[src/rtl/audio_fir_decim.sv]
// Decimating audio FIR: pops DECIM samples, runs NUM_TAPS serial multiply-accumulates, pushes one result.
// Define AUDIO_FIR_SATURATE_EN to clamp the presented output to the signed 16-bit range.
module audio_fir_decim #(
  parameter int DATA_SIZE = 32,
  parameter int NUM_TAPS  = 32,
  parameter int DECIM     = 8,
  parameter logic signed [DATA_SIZE-1:0] COEFFS [NUM_TAPS] = '{
    1, 2, 3, 2, -2, -8, -14, -16, -8, 12, 42, 78, 112, 136, 148, 152,
    152, 148, 136, 112, 78, 42, 12, -8, -16, -14, -8, -2, 2, 3, 2, 1
  }
) (
  input  logic                 clock,
  input  logic                 reset,
  output logic                 x_rd_en,
  input  logic                 x_empty,
  input  logic [DATA_SIZE-1:0] x_din,
  output logic [DATA_SIZE-1:0] y_dout,
  output logic                 y_wr_en,
  input  logic                 y_full
);

  // state | meaning
  // LOAD  | pop samples into the history until DECIM have arrived
  // MAC   | one tap per cycle, tap_idx 0..NUM_TAPS-1
  // WRITE | present y_dout, push once the downstream FIFO has room

  localparam int TW = (NUM_TAPS > 1) ? $clog2(NUM_TAPS) : 1;
  localparam int CW = (DECIM > 1) ? $clog2(DECIM) : 1;
  localparam logic [TW-1:0] LAST_TAP  = TW'(NUM_TAPS - 1);
  localparam logic [CW-1:0] LAST_LOAD = CW'(DECIM - 1);
  localparam logic signed [DATA_SIZE-1:0] SAT_MAX = 32767;
  localparam logic signed [DATA_SIZE-1:0] SAT_MIN = -32768;

  typedef enum logic [1:0] {LOAD, MAC, WRITE} state_t;

  state_t state, state_nxt;

  logic signed [DATA_SIZE-1:0] taps [NUM_TAPS];
  logic        [CW-1:0]        load_cnt;
  logic        [TW-1:0]        tap_idx;
  logic signed [DATA_SIZE-1:0] acc;
  logic signed [DATA_SIZE-1:0] acc_sum;
  logic signed [DATA_SIZE-1:0] prod_lo;
  logic signed [DATA_SIZE-1:0] prod_mag;
  logic signed [DATA_SIZE-1:0] term;
  logic signed [DATA_SIZE-1:0] y_val;
  logic                        accept;
  logic                        last_load;
  logic                        last_tap;

  // Only the low half of the full product is consumed, so the truncated multiply gives identical bits.
  always_comb begin
    prod_lo  = COEFFS[tap_idx] * taps[tap_idx];
    prod_mag = prod_lo[DATA_SIZE-1] ? -prod_lo : prod_lo;
    term     = prod_lo[DATA_SIZE-1] ? -(prod_mag >>> 10) : (prod_mag >>> 10);
    acc_sum  = acc + term;
`ifdef AUDIO_FIR_SATURATE_EN
    if (acc_sum > SAT_MAX)
      y_val = SAT_MAX;
    else if (acc_sum < SAT_MIN)
      y_val = SAT_MIN;
    else
      y_val = acc_sum;
`else
    y_val = acc_sum;
`endif
  end

  always_ff @(posedge clock) begin
    if (reset)
      state <= LOAD;
    else
      state <= state_nxt;
  end

  always_comb begin
    accept    = (state == LOAD) && !x_empty && !reset;
    x_rd_en   = accept;
    y_wr_en   = (state == WRITE) && !y_full && !reset;
    last_load = (load_cnt == LAST_LOAD);
    last_tap  = (tap_idx == LAST_TAP);
    state_nxt = state;
    case (state)
      LOAD:    if (accept && last_load) state_nxt = MAC;
      MAC:     if (last_tap) state_nxt = WRITE;
      WRITE:   if (!y_full) state_nxt = LOAD;
      default: state_nxt = LOAD;
    endcase
  end

  always_ff @(posedge clock) begin
    if (reset) begin
      load_cnt <= '0;
      tap_idx  <= '0;
      acc      <= '0;
      y_dout   <= '0;
      for (int i = 0; i < NUM_TAPS; i++) taps[i] <= '0;
    end else begin
      case (state)
        LOAD: begin
          if (accept) begin
            taps[0] <= x_din;
            for (int i = 1; i < NUM_TAPS; i++) taps[i] <= taps[i-1];
            load_cnt <= last_load ? '0 : load_cnt + CW'(1);
            if (last_load) begin
              acc     <= '0;
              tap_idx <= '0;
            end
          end
        end
        MAC: begin
          acc     <= acc_sum;
          tap_idx <= last_tap ? '0 : tap_idx + TW'(1);
          if (last_tap) y_dout <= y_val;
        end
        default: ;
      endcase
    end
  end

endmodule

[config.mk]
export PLATFORM = sky130hd
export DESIGN_NAME = audio_fir_decim
export DESIGN_NICKNAME = d
export VERILOG_FILES = /design/src/rtl/audio_fir_decim.sv
export SDC_FILE = /design/constraint.sdc
export NUM_CORES = 2
export LEC_CHECK = 0
export BUFFER_PORTS_ARGS = -buffer_cell sky130_fd_sc_hd__buf_4
export CAP_MARGIN = 20
export CELL_PAD_IN_SITES_DETAIL_PLACEMENT = 1
export CELL_PAD_IN_SITES_GLOBAL_PLACEMENT = 1
export CORE_MARGIN = 2
export CORE_UTILIZATION = 58
export CTS_CLUSTER_SIZE = 8
export DETAILED_ROUTE_END_ITERATION = 8
export PLACE_DENSITY_LB_ADDON = 0.12
export SLEW_MARGIN = 40
export SYNTH_ARGS = -nofsm -noshare
export SYNTH_HDL_FRONTEND = slang
export SYNTH_SLANG_ARGS = --single-unit
[constraint.sdc]
create_clock -name clock -period 59.8 [get_ports clock]
set_input_delay 2.99 -clock clock [delete_from_list [all_inputs] [get_ports clock]]
set_output_delay 2.99 -clock clock [all_outputs]
set_load 0.02 [all_outputs]
# ---- Word-level counts from Yosys, hierarchy flattened
# Memories as Yosys holds them, arrays and structs flattened. A register that Yosys moved wholly into a read port is not among the register bits.
# Index checks and enable logic that the tools add are counted.
dict set report totals {
  mem_bits_rw 1024
  romBits 1024
  register_bits 74
  memories 2
  input_bits 36
}
# memory depth word_bits read_ports rd_clocked_by_memory_dff write_ports line_no
set memory_table {}
lappend memory_table {{(no name shown)} 32 32 1 0 0 53} ;# prod_lo = COEFFS[tap_idx] * taps[tap_idx];
lappend memory_table {taps 32 32 32 1 32 38} ;# logic signed [DATA_SIZE-1:0] taps [NUM_TAPS];
dict set report classes {
  add_sub_neg 5
  bitwise_logic 33
  mul 1
  muxes 56
  n_eq_ne 9
  magnitude_cmp 1
  reduce_logical 14
}
# op n
set op_table {}
lappend op_table {{$mux 32} 38}
lappend op_table {{$pmux 32 s2} 1}
lappend op_table {{$add 32x32->32} 1}
lappend op_table {{$mul 32x32->32} 1}
lappend op_table {{$neg 22->32} 1}
lappend op_table {{$neg 32->32} 1}
lappend op_table {{$or 1x1->1} 32}
lappend op_table {{$mux 5} 5}
lappend op_table {{$pmux 5 s2} 1}
lappend op_table {{$ne 2x2->1 const B} 4}
lappend op_table {{$ge 6x6->1 const B} 1}
lappend op_table {{$mux 1} 6}
lappend op_table {{$mux 2} 3}
lappend op_table {{$not 5->6} 1}
lappend op_table {{$pmux 2 s3} 1}
lappend op_table {{$reduce_and 3->1} 2}
lappend op_table {{$add 5x1->5 const B} 1}
lappend op_table {{$eq 5x5->1 const B} 1}
lappend op_table {{$logic_and 1x1->1} 5}
lappend op_table {{$reduce_and 2->1} 2}
lappend op_table {{$add 3x1->3 const B} 1}
lappend op_table {{$eq 3x3->1 const B} 1}
lappend op_table {{$logic_not 1->1} 3}
lappend op_table {{$mux 3} 1}
lappend op_table {{5 further kinds} 5}

# ---- Depth between registers and ports, before layout
dict set report logic_depth {
  depth_word 11
  mapped_depth 63
  depth_no_buf 54
}

# ---- Least setup slack after synthesis
# OpenSTA, ideal clock, no wires.
dict set report synth_path {
  path_kind {input -> register}
  start {in reset}
  end {mem taps[0][0] (enable)}
  arrival_ns 23.305
  cell_stages 4
  slack_ns 35.134
  path_cell_list {clkbuf_1 -> clkbuf_1 -> nor2_1 -> inv_1}
}
# element line_no
set synth_rtl {}
lappend synth_rtl {{start, declared} 13} ;# input logic reset,
lappend synth_rtl {{end, declared} 38}

==> reports/results.txt <==
TritonCTS clock tree - built
CTS Buffer Depth - 3
die width - 331.3 um
Synth cell types - 85
n_diodes - 0
Die Ht - 331.3 um
largest net degree at the start of global routing - 172
antenna violations before repair - 2
final-report max-slew violation count - 0
YS warnings - 0
DRT Wirelength - 152.3 mm
RD Place Congestion - 0.8673
vias in the first global route - 40810
critical path data arrival time - 16.76 ns
Post-synth EDFFs - 1024
clk slew on worst S/H paths - 0.05 ns
PortBufs - 69
fin crit share - 26.87%
hold endpoint - y_dout[14]$_SDFFE_PP0P_
Setup CP Type - reg2reg
register area share after synthesis - 52.02%
# fillers - 9968
fin nets - 5166
area delta synth->final - 10.42%
worst reg2reg setup slack - 43.73 ns
TNS Setup - 0 ns
Starting Density - 58.30%
DP Wirelength - 96.65 mm
die area - 0.1098 mm2
GRT overflow - 0
core area - 0.1066 mm2
Achievable Freq - 0.06223 GHz
# hold bufs at CTS - 0
Fin Clk Skew - 0.04879 ns
Worst Hold Depth - 2
minimum clock period - 16.07 ns
length of the first detailed-routing pass in iterations - 5
Critical Path RT - 60.49 ns
RSZ-0062 raised after global routing - false
startpoint types - flip-flop
Leakage Power - 27.16 nW
Critical Path Fanout Max - 49
post_cts resized - 0
kind of end point of the critical path - flip-flop
PD cells - 27.05 mW/mm2
Vias/cell - 6.111
# H-tree levels - 4
R2R depth - 46
Post-CTS Repair Setup Buffers - 0
commonest non-fill, non-tap cell in the layout - edfxtp_1
peak supply drop - 25.29 uV
CTS buffer count - 157
All-Layer GR Usage - 28.32%
mean post-synth cell area - 13.41 um2
Clock Latency Late Sink - 0.78 ns
cell area after synthesis - 0.06215 mm2
Worst path most repeated cell - fa_1
first-pass GRT wire length - 241.5 mm
worst hold start - y_dout[14]$_SDFFE_PP0P_
Critical R2R Capture - y_dout[31]$_SDFFE_PP0P_
worst min-delay path class - reg2reg
cell row count - 120
via count - 37280
syn_nets - 5127
slowest cell delay on critical path - 0.74 ns
Final setup viols - 0
post-synthesis cell count - 4636
Worst Tran Pin Value - 0.9050 ns
most frequent cells in the layout - edfxtp_1, and2_1, nor2b_1
DRC violations left - 0
Final ANT Viol Nets - 0
most used flip-flop cell after synthesis - edfxtp_1
synthesized flop and latch total - 1103
Fin. Hold Viols - 0
clock root buffer - clkbuf_16
layout cells sized above 1 - 13.67%
Final Util - 64.37%
status - complete, no violations
CTS sink cnt - 1103
Max-slew headroom - 38.10%
slowest CP cell - dfxtp_4
wire per inst - 24.97 um
fraction of registers with async set/reset - 0%
IO Pins - 70
Max Cap Viol - 0
DR iter-0 viols - 2823
[worst max-delay path, delay by kind of cell, from the launching register on]
family | cells | cell delay, ns
xor+xnor | 11 | 2.52
fa+ha+maj | 9 | 4.41
buf+inv | 6 | 1.97
mux | 3 | 1.63
simple gates | 5 | 1.12
flops | 1 | 0.74
compound gates | 12 | 3.41
[cells in the mapped netlist (all sizes together), types with 9 or more instances]
| library cell | instances | area share [%] |
|---|---|---|
| edfxtp | 1024 | 49 |
| and2 | 592 | 6.0 |
| nor2b | 465 | 4.7 |
| inv | 310 | 1.9 |
| fa | 278 | 9.0 |
| mux4 | 270 | 9.8 |
| nor2 | 236 | 1.4 |
| nand2 | 224 | 1.4 |
| clkbuf | 192 | 1.2 |
| ha | 177 | 3.6 |
| a21oi | 108 | 0.88 |
| mux2i | 89 | 1.4 |
| dfxtp | 79 | 2.5 |
| xnor2 | 71 | 1.0 |
| buf | 64 | 0.52 |
| a22oi | 54 | 0.65 |
| o21ai | 47 | 0.38 |
| nand2b | 46 | 0.46 |
| xor2 | 34 | 0.49 |
| nand3 | 29 | 0.23 |
| nor3 | 22 | 0.18 |
| a21o | 20 | 0.24 |
| a31oi | 16 | 0.16 |
| a211oi | 14 | 0.17 |
| or2 | 12 | 0.12 |
| nor4 | 9 | 0.11 |
| o22ai | 9 | 0.091 |
| or3 | 9 | 0.091 |
[layout make-up]
type                            count  area [um2]  area share (%)
Clock buffer                      163        3951           5.758
Clock inverter                     19       371.6          0.5415
Inverter                          310        1179           1.718
Multi-Input combinational cell   2967       27700           40.37
Sequential cell                  1103       32340           47.14
Tap cell                         1403        1755           2.558
Timing Repair Buffer              136        1320           1.924
[power by group]
part | total (W) | leakage [nW] | internal [W] | switching, W
logic | 0.000117 | 13.1 | 0.0000504 | 0.0000662
clock network | 0.000809 | 2.09 | 0.000469 | 0.000340
registers | 0.000930 | 12.0 | 0.000901 | 0.0000290
total | 0.00186 | 27.2 | 0.00142 | 0.000435
[through the flow]
| stage | power, W | setup WS (ns) | cell area (um2) | hold WS, ns | cells |
|---|---|---|---|---|---|
| 2_1_floorplan | 0.001039 | 35.13 | 62150 | 0.4489 | 4636 |
| 5_1_grt | 0.001912 | 42.59 | 68620 | 0.4816 | 6101 |
| 6_report | 0.001856 | 43.73 | 68620 | 0.4540 | 6101 |
| 4_1_cts | 0.001871 | 42.96 | 68510 | 0.4559 | 6097 |
| 3_3_place_gp | 0.001046 | 43.12 | 63960 | 0.4447 | 5908 |
| 3_5_place_dp | 0.001055 | 43.01 | 64190 | 0.4474 | 5915 |
[per-layer routing]
| metal | track usage (%) | vias to the layer above | share of wire [%] |
|---|---|---|---|
| met4 | 7.733 | 0 | 2.1 |
| met3 | 3.823 | 235 | 4.5 |
| met1 | 38.97 | 19690 | 42 |
| met2 | 47.82 | 1022 | 51 |
| li1 | - | 16340 | - |
| met5 | 0 | - | 0 |
[cells by family (layout without fill, tap and decap cells)]
family	count (synthesis)	count (layout)	share of synthesized area [%]
muxes	366	366	11.35
xor gates and xnor gates	108	108	1.603
DFF	1103	1103	52.02
adders and majority gates	455	455	12.52
and+or+nand+nor	1676	1676	15.00
buffers and inverters	566	628	3.547
AOI/OAI and AO/OA	362	362	3.958
[worst max path at each step]
stage | from | endpoint | slack, ns | cells after the start
after floorplan | reset | taps[0][0]$_SDFFCE_PN0P_ | 35.13 | 4
after global placement | flip-flop | y_dout[31]$_SDFFE_PP0P_ | 43.12 | 45
after detailed placement | flip-flop | y_dout[31]$_SDFFE_PP0P_ | 43.01 | 45
after CTS | flip-flop | y_dout[31]$_SDFFE_PP0P_ | 42.96 | 45
after global routing | flip-flop | y_dout[31]$_SDFFE_PP0P_ | 42.59 | 46
final | flip-flop | y_dout[31]$_SDFFE_PP0P_ | 43.73 | 46
[registers in the layout, summed over array words and instances, names as in the netlist, named ones only]
| signal | flops |
|---|---|
| acc | 32 |
| state | 2 |
| load_cnt | 3 |
| tap_idx | 5 |
| y_dout | 32 |
| taps | 1024 |
No activity file was read; power rests on OpenSTA's default activity.
